<file path="src/rtl/mem_access_unit.sv">
// mem_access_unit: execute-side load/store engine.
// Accepts one memory op at a time, forms the effective address, steers
// byte lanes onto a word-aligned req/ack data-memory port and returns
// sign- or zero-extended load data for register writeback.
// Optional build macro: MEM_MISALIGN_EN. When it is defined, accesses that
// straddle a word boundary are split into two beats. When it is undefined,
// such accesses are rejected with err.

`ifndef OP_LOAD
`define OP_LOAD  3'd0
`endif
`ifndef OP_LOADU
`define OP_LOADU 3'd1
`endif
`ifndef OP_STORE
`define OP_STORE 3'd2
`endif

module mem_access_unit #(
  parameter int unsigned MAX_WAIT = 255
) (
  input  logic        clk,
  input  logic        rst_n,
  input  logic        in_valid,
  output logic        in_ready,
  input  logic [2:0]  in_op,
  input  logic [2:0]  in_width,
  input  logic [31:0] in_base,
  input  logic [31:0] in_offset,
  input  logic [31:0] in_wdata,
  input  logic [4:0]  in_rd,
  output logic        mem_req,
  output logic        mem_we,
  output logic [31:0] mem_addr,
  output logic [3:0]  mem_be,
  output logic [31:0] mem_wdata,
  input  logic        mem_ack,
  input  logic [31:0] mem_rdata,
  output logic        wb_valid,
  output logic [4:0]  wb_rd,
  output logic [31:0] wb_data,
  output logic        done,
  output logic        err
);

  typedef enum logic [1:0] {IDLE, BEAT0, BEAT1, FINISH} state_t;

  // The wait counter counts completed stall cycles, so the abort fires in the
  // cycle where it already holds MAX_WAIT-1 and no ack arrives.
  localparam logic [31:0] WAIT_LIMIT = (MAX_WAIT == 0) ? 32'd0 : 32'(MAX_WAIT - 1);

`ifdef MEM_MISALIGN_EN
  localparam bit SPLIT_EN = 1'b1;
`else
  localparam bit SPLIT_EN = 1'b0;
`endif

  state_t      state;
  logic [2:0]  op_q;
  logic [2:0]  width_q;
  logic [31:0] wdata_q;
  logic [4:0]  rd_q;
  logic [1:0]  off_q;
  logic        cross_q;
  logic [31:0] rdata_lo;
  logic [31:0] wait_cnt;

  logic [31:0] ea;
  logic [1:0]  in_off;
  logic [3:0]  in_end;
  logic        in_cross;
  logic        width_ok;
  logic        op_ok;
  logic [3:0]  in_mask;
  logic [3:0]  in_be;

  logic [3:0]  end_q;
  logic [3:0]  be1;
  logic [4:0]  lo_shift;
  logic [5:0]  hi_shift;
  logic [31:0] wdata1;
  logic [31:0] rdata_join;
  logic        timeout_hit;

  function automatic logic [31:0] extend(input logic [31:0] d, input logic [2:0] w,
                                         input logic sgn);
    logic [31:0] r;
    case (w)
      3'd1:    r = {{24{sgn & d[7]}}, d[7:0]};
      3'd2:    r = {{16{sgn & d[15]}}, d[15:0]};
      default: r = d;
    endcase
    return r;
  endfunction

  // Decode the offered op: effective address, legality, crossing and first-beat enables.
  always_comb begin
    ea       = in_base + in_offset;
    in_off   = ea[1:0];
    in_end   = {2'b00, in_off} + {1'b0, in_width};
    in_cross = (in_end > 4'd4);
    width_ok = (in_width == 3'd1) || (in_width == 3'd2) || (in_width == 3'd4);
    op_ok    = (in_op == `OP_LOAD) || (in_op == `OP_LOADU) || (in_op == `OP_STORE);
    case (in_width)
      3'd1:    in_mask = 4'b0001;
      3'd2:    in_mask = 4'b0011;
      default: in_mask = 4'b1111;
    endcase
    in_be = in_cross ? (4'b1111 << in_off) : (in_mask << in_off);
  end

  // Second-beat lane steering, load-data joining and timeout detection from latched op.
  always_comb begin
    end_q       = {2'b00, off_q} + {1'b0, width_q};
    be1         = 4'b1111 >> (4'd8 - end_q);
    lo_shift    = {off_q, 3'b000};
    hi_shift    = 6'd32 - {1'b0, lo_shift};
    wdata1      = wdata_q >> hi_shift;
    rdata_join  = rdata_lo | (mem_rdata << hi_shift);
    timeout_hit = (MAX_WAIT != 0) && (wait_cnt == WAIT_LIMIT) && !mem_ack;
  end

  // Main control FSM; every port-facing output is registered here.
  always_ff @(posedge clk) begin
    if (!rst_n) begin
      state     <= IDLE;
      in_ready  <= 1'b1;
      mem_req   <= 1'b0;
      mem_we    <= 1'b0;
      mem_addr  <= 32'd0;
      mem_be    <= 4'd0;
      mem_wdata <= 32'd0;
      wb_valid  <= 1'b0;
      wb_rd     <= 5'd0;
      wb_data   <= 32'd0;
      done      <= 1'b0;
      err       <= 1'b0;
      op_q      <= 3'd0;
      width_q   <= 3'd0;
      wdata_q   <= 32'd0;
      rd_q      <= 5'd0;
      off_q     <= 2'd0;
      cross_q   <= 1'b0;
      rdata_lo  <= 32'd0;
      wait_cnt  <= 32'd0;
    end else begin
      done     <= 1'b0;
      err      <= 1'b0;
      wb_valid <= 1'b0;
      case (state)
        IDLE: begin
          if (in_valid) begin
            op_q     <= in_op;
            width_q  <= in_width;
            wdata_q  <= in_wdata;
            rd_q     <= in_rd;
            off_q    <= in_off;
            cross_q  <= in_cross;
            wait_cnt <= 32'd0;
            in_ready <= 1'b0;
            if (!width_ok || !op_ok || (in_cross && !SPLIT_EN)) begin
              state <= FINISH;
              err   <= 1'b1;
            end else begin
              state     <= BEAT0;
              mem_req   <= 1'b1;
              mem_we    <= (in_op == `OP_STORE);
              mem_addr  <= {ea[31:2], 2'b00};
              mem_be    <= in_be;
              mem_wdata <= in_wdata << {in_off, 3'b000};
            end
          end
        end
        BEAT0: begin
          if (mem_ack) begin
            wait_cnt <= 32'd0;
            if (cross_q) begin
              state     <= BEAT1;
              rdata_lo  <= mem_rdata >> lo_shift;
              mem_addr  <= mem_addr + 32'd4;
              mem_be    <= be1;
              mem_wdata <= wdata1;
            end else begin
              state   <= FINISH;
              mem_req <= 1'b0;
              done    <= 1'b1;
              if (op_q != `OP_STORE) begin
                wb_valid <= 1'b1;
                wb_rd    <= rd_q;
                wb_data  <= extend(mem_rdata >> lo_shift, width_q, op_q == `OP_LOAD);
              end
            end
          end else if (timeout_hit) begin
            state   <= FINISH;
            mem_req <= 1'b0;
            err     <= 1'b1;
          end else begin
            wait_cnt <= wait_cnt + 32'd1;
          end
        end
        BEAT1: begin
          if (mem_ack) begin
            wait_cnt <= 32'd0;
            state    <= FINISH;
            mem_req  <= 1'b0;
            done     <= 1'b1;
            if (op_q != `OP_STORE) begin
              wb_valid <= 1'b1;
              wb_rd    <= rd_q;
              wb_data  <= extend(rdata_join, width_q, op_q == `OP_LOAD);
            end
          end else if (timeout_hit) begin
            state   <= FINISH;
            mem_req <= 1'b0;
            err     <= 1'b1;
          end else begin
            wait_cnt <= wait_cnt + 32'd1;
          end
        end
        FINISH: begin
          state    <= IDLE;
          in_ready <= 1'b1;
        end
        default: state <= IDLE;
      endcase
    end
  end

endmodule

</file>
<file path="config.mk">
export PLATFORM = sky130hd
export DESIGN_NAME = mem_access_unit
export DESIGN_NICKNAME = d
export VERILOG_FILES = /design/src/rtl/mem_access_unit.sv
export SDC_FILE = /design/constraint.sdc
export NUM_CORES = 1
export LEC_CHECK = 0
export ABC_CLOCK_PERIOD_IN_PS = 4200
export BUFFER_PORTS_ARGS = -buffer_cell sky130_fd_sc_hd__buf_2
export CAP_MARGIN = 15
export CELL_PAD_IN_SITES_DETAIL_PLACEMENT = 1
export CELL_PAD_IN_SITES_GLOBAL_PLACEMENT = 1
export CORE_ASPECT_RATIO = 2
export CORE_MARGIN = 4
export CORE_UTILIZATION = 25
export CTS_BUF_LIST = sky130_fd_sc_hd__clkbuf_16
export CTS_CLUSTER_SIZE = 28
export DETAILED_ROUTE_END_ITERATION = 8
export GPL_TIMING_DRIVEN = 0
export MAX_ROUTING_LAYER = met4
export PLACE_DENSITY = 0.52
export SLEW_MARGIN = 20
export SYNTH_ARGS = -nofsm -noshare
export SYNTH_HDL_FRONTEND = slang
export SYNTH_SLANG_ARGS = --single-unit
</file>
<file path="constraint.sdc">
create_clock -name clk -period 4.2 [get_ports clk]
set_clock_uncertainty 0.15 [all_clocks]
set_input_delay 0.84 -clock clk [delete_from_list [all_inputs] [get_ports clk]]
set_output_delay 0.84 -clock clk [all_outputs]
set_load 0.005 [all_outputs]
</file>
==> impl_metrics.tcl, run 1 <==
set metrics [dict create \
    p_leak_uw 0.00683 \
    endpoint_kind "flip-flop" \
    mappedNetlistArea_mm2 0.0136 \
    worstSetupPathType "reg -> reg" \
    port_buffers 249 \
    fillers 6495 \
    tightest_slew_ns 0.966 \
    drt-initial-drc-count 521 \
    grt_max_degree 14 \
    synth_edf_count 0 \
    grt_first_pass_wirelength_um 100000 \
    wl_per_cell_um 25.4 \
    synth_top_flop_cell "dfxtp_1" \
    layout-drive-gt1-share_pct 18.2 \
    drc 0 \
    syn_avg_cell_area_um2 7.86 \
    yosysSeqAreaShare_pct 32.6 \
    rows 120 \
    dr.pass1.iters 4 \
    slew_viol_final 0 \
    die_area_mm2 0.0582 \
    min_from "rdata_lo[31]" \
    clk-insertion-delay-late_ns 0.55 \
    setup_viol 0 \
    r2r_cells 16 \
    status "finished, final reports clean" \
    area.growth.synth_to_final_pct 23.1 \
    ys_seq_elements 221 \
    slew_headroom_pct 35.6 \
    regToRegStartpoint "off_q[1]" \
    async_flop_share_pct 0 \
    dp_hpwl_um 56000 \
    grt_pass1_vias 15700 \
    root_buffer "clkbuf_16" \
    worstHoldPathCells 2 \
    whs_ns 0.313 \
    worst-endpoint-required_ns 4.54 \
    met3_usage_pct 3.23 \
    drt_wl_total_um 68800 \
    cts_max_path_buffers 3 \
    netlist_instances 1725 \
    grt_overflow_total 0 \
    fin_setup_tns_ns 0 \
    clock.fmax_ghz 0.244 \
    min_period_over_period_pct 97.4 \
    die_w_um 173 \
    finalCriticalPeriod_ns 4.09 \
    htreeDepth 1 \
    drv_cap 0 \
    die_h_um 337 \
    powerDensity_mw_per_mm2 549 \
    cts_tree "built" \
    yosysWarnings 0 \
    cts_buffers 24 \
    finalHoldViolations 0 \
    critPathLaunch "off_q[1]" \
    initial_core_util_pct 25.3 \
    antenna_left 0 \
    grt-busiest-layer "met2" \
    crit_path_max_fanout 10 \
    vias_per_cell 5.33 \
    num_vias 14400 \
    hp-class "reg -> reg" \
    use_met1_pct 20.9 \
    gp_congestion 0.956 \
    cts_sinks 221 \
    io_pins 254 \
    coreArea_mm2 0.0536 \
    arrival_ns 4.43 \
    grtUsageTotal_pct 23.3 \
    clk_pin_slew_ns 0.06 \
    met2_usage_pct 46.6 \
    yosysUniqueCellTypes 74 \
    postCtsHoldBufs 0 \
    reg2reg_slack_ns 0.11 \
    peakVddDrop_v 0.000234 \
    antenna_found_initial 11 \
    nets 2198 \
    crit_path_start_kind "flip-flop" \
]
==> where the power goes <==
group	leakage [uW]	switching (uW)	internal, uW
Sequential	0.00180	341	2480
Combinational	0.00465	2760	1410
Clock	0.000387	982	1190
==> stage by stage <==
stage	cells	setup WS (ns)	utilization [%]	power (uW)	instance area [um2]
after floorplan	1726	0.0937	-	5090	13600
after global placement	2646	-1.88	29.2	6840	15600
after detailed placement	2646	-1.89	29.2	6910	15700
after CTS	2696	0.0183	31.0	9270	16600
after global routing	2706	-0.00944	31.1	9710	16700
final	2706	0.107	31.1	9170	16700
==> routing by layer <==
layer  vias up  part of all wire [%]
li1       6792                     -
met1      7038                    34
met2       422                    56
met3       161                   4.1
met4         0                   6.2
met5         -                     0
==> cell usage in the layout (no fill, tap or decap), types with 35 or more instances in the layout <==
master and n:
a211oi_1 43, ha_1 44, o21ai_0 96, dfxtp_1 221, clkbuf_1 72, nand3_1 46
nor2b_1 59, a21boi_0 80, a21oi_1 135, buf_2 261, nand2_1 237, mux2i_1 71
inv_1 35, nor2_1 134
==> registers in the layout, summed over array words and instances, names as in the netlist <==
register,cells
mem_we,1
wait_cnt,32
off_q,2
done,1
mem_req,1
op_q,3
in_ready,1
err,1
cross_q,1
rdata_lo,32
wdata_q,32
wb_rd,5
wb_valid,1
rd_q,5
wb_data,32
width_q,3
mem_addr,30
state,2
mem_wdata,32
mem_be,4
==> Yosys cell counts, drive strengths merged, types with 27 or more instances <==
cell type	n	area share, %
a211oi	46	2.6
nand2	240	6.7
a21oi	137	5.1
inv	32	0.89
nor3	27	1.0
buf	33	1.2
dfxtp	221	33
o22ai	27	1.2
o21ai	100	3.7
o211a	32	2.4
xor2	29	1.9
clkbuf	84	2.3
ha	44	4.1
a21boi	80	4.4
nand3	46	1.7
mux2i	71	5.2
nor2	139	3.9
nor2b	59	2.7
==> cells by family (layout without fill, tap and decap cells) <==
kind of cell / Yosys count / after routing / share of synthesized area [%]
compound gates: 542 / 542 / 26.4
xor+xnor: 52 / 52 / 3.36
fa+ha+maj: 47 / 47 / 4.50
buf+inv: 149 / 449 / 4.38
flops: 221 / 221 / 32.6
mux: 89 / 89 / 6.74
other cells: 1 / 11 / 0.0277
simple gates: 624 / 624 / 21.9
==> worst max-delay path: stages (launching register included) <==
cell      delay, ns
dfxtp_1        0.33
clkbuf_1       0.25
buf_4          0.30
inv_1          0.13
buf_1          0.28
ha_1           0.36
clkbuf_2       0.19
or2_2          0.31
buf_2          0.19
nor2_4         0.17
a21oi_2        0.11
o22ai_1        0.27
a21oi_4        0.12
buf_4          0.20
a211oi_4       0.43
a21oi_1        0.08
nor2b_1        0.12
==> layout make-up <==
cell class / count / area, um2 / share of cell area (%)
Antenna cell: 9 / 22.5 / 0.135
Buffer: 116 / 539 / 3.23
Clock buffer: 25 / 626 / 3.75
Clock inverter: 19 / 129 / 0.772
Inverter: 32 / 120 / 0.720
Multi-Input combinational cell: 1356 / 8670 / 51.9
Sequential cell: 221 / 4420 / 26.5
Tap cell: 671 / 840 / 5.03
Timing Repair Buffer: 257 / 1320 / 7.90
==> final timing paths <==
path / to
hold reg to reg: rdata_lo[31]
setup reg to reg: wb_data[17]
hold / removal: rdata_lo[31]
setup / recovery: wb_data[17]
==> timing repair <==
item	CTS	global route
buffers inserted	6	2
pin swaps	6	3
gates resized for setup	44	10
cloned	0	0
endpoints found under the setup margin	88	75
endpoints found under the hold margin	0	0
Note: power is estimated with default switching activity, not from simulation.
==> inputs of run 2 (changes only) <==
--- a/config.mk
+++ b/config.mk
@@ -18,7 +18,8 @@
 export DETAILED_ROUTE_END_ITERATION = 8
 export GPL_TIMING_DRIVEN = 0
 export MAX_ROUTING_LAYER = met4
-export PLACE_DENSITY = 0.52
+export PLACE_DENSITY_LB_ADDON = 0.25
+export SKIP_LAST_GASP = 1
 export SLEW_MARGIN = 20
 export SYNTH_ARGS = -nofsm -noshare
 export SYNTH_HDL_FRONTEND = slang
==> impl_metrics.tcl, run 2 (synthesized netlist as in run 1, its figures left out) <==
set metrics [dict create \
    vias_per_cell 5.38 \
    r2r_cells 15 \
    cts_sinks 221 \
    clock.fmax_ghz 0.250 \
    finalHoldViolations 0 \
    place_inst 2646 \
    hp-class "reg -> reg" \
    area.growth.synth_to_final_pct 23.4 \
    crit_path_max_fanout 10 \
    io_pins 254 \
    clk_pin_slew_ns 0.06 \
    final_cells 2706 \
    fillers 6522 \
    worstHoldPathCells 2 \
    finalCriticalPeriod_ns 4.01 \
    root_buffer "clkbuf_16" \
    gp_congestion 0.927 \
    rsz0062_at_grt "no" \
    dp_hpwl_um 54200 \
    rows 120 \
    p_leak_uw 0.00686 \
    min_period_over_period_pct 95.4 \
    grtUsageTotal_pct 22.7 \
    drv_cap 0 \
    tightest_slew_ns 1.02 \
    layout_commonest_cell "buf_2" \
    htreeDepth 1 \
    clk-insertion-delay-late_ns 0.56 \
    powerDensity_mw_per_mm2 550 \
    hold_end "rd_q[4]" \
    status "finished, final reports clean" \
    cts_buffers 26 \
    final_util_pct 31.2 \
    antenna_found_initial 8 \
    die_area_mm2 0.0582 \
    crit_path_start_kind "input pin" \
    regArea_mm2 0.00442 \
    cts_max_path_buffers 3 \
    nets 2202 \
    port_buffers 249 \
    grt_max_degree 20 \
    grt_first_pass_wirelength_um 98700 \
    dr.pass1.iters 5 \
    worst-endpoint-required_ns 4.50 \
    wl_per_cell_um 24.7 \
    die_w_um 173 \
    drt-initial-drc-count 532 \
    fin_setup_tns_ns 0 \
    drt_wl_total_um 66800 \
    regToRegStartpoint "off_q[1]" \
    arrival_ns 4.30 \
    whs_ns 0.315 \
    min_from "rd_q[4]" \
    multi_input_area_mm2 0.00865 \
    coreArea_mm2 0.0536 \
    slew_viol_final 0 \
    antenna_left 0 \
    die_h_um 337 \
    reg2reg_slack_ns 0.36 \
    layout-drive-gt1-share_pct 18.2 \
    grt_pass1_vias 15800 \
    mostFrequentLayoutCells "buf_2, nand2_1, dfxtp_1" \
    endpoint_kind "flip-flop" \
    grt_overflow_total 0 \
    setup_viol 0 \
    cts_tree "built" \
    drc 0 \
    timing.rr.end "wb_data[30]" \
    num_vias 14600 \
    peakVddDrop_v 0.000262 \
    slew_headroom_pct 31.5 \
    initial_core_util_pct 25.3 \
    worstSetupPathType "in -> reg" \
]
[run 2: routing by layer]
| metal | track usage, % | vias to the layer above | wire length, um |
|---|---|---|---|
| met2 | 44.1 | 520 | 36300 |
| met5 | - | - | 0 |
| met3 | 3.36 | 189 | 3010 |
| met1 | 20.8 | 7068 | 22900 |
| li1 | - | 6787 | - |
| met4 | 13.8 | 0 | 4660 |
[run 2: what timing repair did]
action                     4_1_cts  5_1_grt
setup endpoints to repair       90       65
pin swaps                        6        1
setup buffers                    8        3
gates resized for setup         39       11
gates cloned                     0        0
hold buffers                     0        0
[run 2: worst max-delay path: stages]
cell	delay, ns
buf_2	0.08
ha_1	0.19
inv_1	0.07
fa_2	0.63
buf_6	0.20
clkbuf_8	0.21
inv_1	0.08
ha_1	0.27
a21oi_1	0.15
o211a_1	0.23
o211a_4	0.22
nor2_1	0.07
nor2_4	0.19
clkbuf_4	0.28
buf_4	0.26
o211ai_1	0.16
o211a_1	0.15
[run 2: final cells by class]
| type | instances | area share (%) |
|---|---|---|
| Clock inverter | 18 | 0.785 |
| Sequential cell | 221 | 26.4 |
| Tap cell | 671 | 5.02 |
| Multi-Input combinational cell | 1356 | 51.7 |
| Clock buffer | 27 | 4.04 |
| Inverter | 32 | 0.741 |
| Antenna cell | 6 | 0.0898 |
| Buffer | 115 | 3.13 |
| Timing Repair Buffer | 260 | 8.02 |
[run 2: worst max path at each step]
stage	depth (start not counted)	from	end
floorplan	15	in_base[0]	mem_addr[15]
global route	17	in_offset[0]	mem_addr[31]
CTS	18	in_base[0]	mem_addr[29]
finish	17	in_base[0]	mem_be[2]
detailed placement	16	in_base[0]	mem_wdata[16]
global placement	16	in_base[0]	mem_be[3]
[run 2: power by group]
| group | switching (uW) | internal, uW | leakage [uW] |
|---|---|---|---|
| clock network | 991 | 1270 | 0.000419 |
| logic | 2700 | 1410 | 0.00465 |
| registers | 337 | 2480 | 0.00180 |
[run 2: per-stage QoR]
step                setup slack (ns)  cell area (um2)  total power (uW)
floorplan                     0.0937            13600              5090
global route                0.000994            16700              9760
CTS                          0.00417            16700              9280
finish                         0.195            16700              9200
global placement               -1.76            15600              6780
detailed placement             -1.81            15700              6850
==> inputs of run 3 (changes only) <==
--- a/config.mk
+++ b/config.mk
@@ -12,7 +12,7 @@
 export CELL_PAD_IN_SITES_GLOBAL_PLACEMENT = 1
 export CORE_ASPECT_RATIO = 2
 export CORE_MARGIN = 4
-export CORE_UTILIZATION = 25
+export CORE_UTILIZATION = 37
 export CTS_BUF_LIST = sky130_fd_sc_hd__clkbuf_16
 export CTS_CLUSTER_SIZE = 28
 export DETAILED_ROUTE_END_ITERATION = 8
==> impl_metrics.tcl, run 3 (synthesized netlist as in run 1, its figures left out) <==
set metrics [dict create \
    slowest_stage "fa_2" \
    routed.top_layer "met4" \
    grtUsageTotal_pct 29.3 \
    path_cells "buf_2, ha_1, inv_1, fa_2, clkbuf_8, clkbuf_8, inv_1, ha_1, a21oi_1, o211a_1, o211a_4, nor2_1, nor2_2, clkbuf_4, a21boi_0, o21ai_0, o311ai_0" \
    layout-drive-gt1-share_pct 18.0 \
    finalHoldViolations 0 \
    status "finished, final reports clean" \
    reg2reg_slack_ns 0.30 \
    slowest_delay_ns 0.58 \
    finalCriticalPeriod_ns 4.12 \
    drt-initial-drc-count 594 \
    final_cells 2473 \
    fin_area_mm2 0.0163 \
    worstSetupPathType "in -> reg" \
    die_w_um 143 \
    root_buffer "clkbuf_16" \
    peakVddDrop_v 0.000362 \
    worst-endpoint-required_ns 4.43 \
    place_inst 2425 \
    grt_first_pass_wirelength_um 88600 \
    port_buffers 249 \
    num_vias 14500 \
    grt_pass1_vias 15500 \
    gp_congestion 0.976 \
    drc 0 \
    htreeDepth 1 \
    antenna_left 0 \
    clk-insertion-delay-late_ns 0.54 \
    fillers 4470 \
    endpoint_kind "flip-flop" \
    min_period_over_period_pct 98.1 \
    dr.pass1.iters 6 \
    cts_tree "built" \
    final_util_pct 45.4 \
    mostFrequentLayoutCells "buf_2, nand2_1, dfxtp_1" \
    io_pins 254 \
    cts_max_path_buffers 3 \
    arrival_ns 4.35 \
    grt_overflow_total 0 \
    coreArea_mm2 0.0359 \
    nets 2190 \
    dp_hpwl_um 46600 \
    regArea_mm2 0.00443 \
    vias_per_cell 5.87 \
    drt_wl_total_um 58800 \
    wl_met3_um 2340 \
    grt_max_degree 16 \
    layout_commonest_cell "buf_2" \
    clock.fmax_ghz 0.243 \
    drv_cap 0 \
    setup_viol 0 \
    rsz0062_at_grt "yes" \
    die_area_mm2 0.0399 \
    rows 98 \
    wl_met1_um 20400 \
    slew_viol_final 0 \
    wl_per_cell_um 23.8 \
    slew_headroom_pct 33.6 \
    clk_pin_slew_ns 0.06 \
    initial_core_util_pct 37.7 \
    powerDensity_mw_per_mm2 551 \
    cts_buffers 23 \
    dr_wl_met2_um 31900 \
    die_h_um 279 \
    antenna_found_initial 7 \
    cts_sinks 221 \
    placedInstanceArea_mm2 0.0154 \
    multi_input_area_mm2 0.00862 \
    hp-class "reg -> reg" \
    crit_path_max_fanout 10 \
    p_leak_uw 0.00679 \
    power_uw 9000 \
    area.growth.synth_to_final_pct 20.4 \
    tightest_slew_ns 0.988 \
    crit_path_start_kind "input pin" \
]
[run 3: area by class of cell]
type | instances | share of cell area (%)
Sequential cell | 221 | 27.1
Inverter | 32 | 0.736
Tap cell | 450 | 3.45
Buffer | 115 | 3.17
Multi-Input combinational cell | 1356 | 52.8
Antenna cell | 7 | 0.107
Timing Repair Buffer | 251 | 7.73
Clock buffer | 23 | 3.53
Clock inverter | 18 | 1.38
[run 3: where the power goes]
| group | internal, uW | switching [uW] |
|---|---|---|
| logic | 1370 | 2570 |
| clock network | 1310 | 941 |
| registers | 2480 | 325 |
| total | 5160 | 3830 |
[run 3: timing repair]
item / 4_1_cts / 5_1_grt
hold buffers: 0 / 0
setup buffers: 0 / 2
gates resized for setup: 25 / 14
endpoints found under the setup margin: 89 / 75
pin swaps: 2 / 2
[run 3: through the flow]
step	worst slack, ns	TNS [ns]	hold WS, ns
2_1_floorplan	0.0937	0	0.288
3_3_place_gp	-1.17	-66.56	0.297
3_5_place_dp	-1.25	-71.40	0.308
4_1_cts	-0.0648	-0.0648	0.317
5_1_grt	-0.0545	-0.129	0.338
6_report	0.0805	0	0.317
[run 3: path summary, 6_finish.rpt]
kind | from | to | cells past startpoint
hold / removal | rdata_lo[29] | rdata_lo[29] | 2
setup / recovery | in_base[0] | mem_addr[24] | 17
hold reg to reg | rdata_lo[29] | rdata_lo[29] | 2
setup reg to reg | off_q[1] | wb_data[16] | 13
[run 3: layer usage]
metal | global-route usage [%] | vias to the layer above
li1 | - | 6772
met1 | 28.7 | 7105
met2 | 54.7 | 456
met3 | 2.69 | 190
met4 | 17.4 | 0
met5 | - | -
[run 3: critical path, delay by kind of cell]
family | cells | cell delay [ns]
fa+ha+maj | 3 | 1.03
buf+inv | 6 | 0.96
compound gates | 6 | 1.21
simple gates | 2 | 0.31
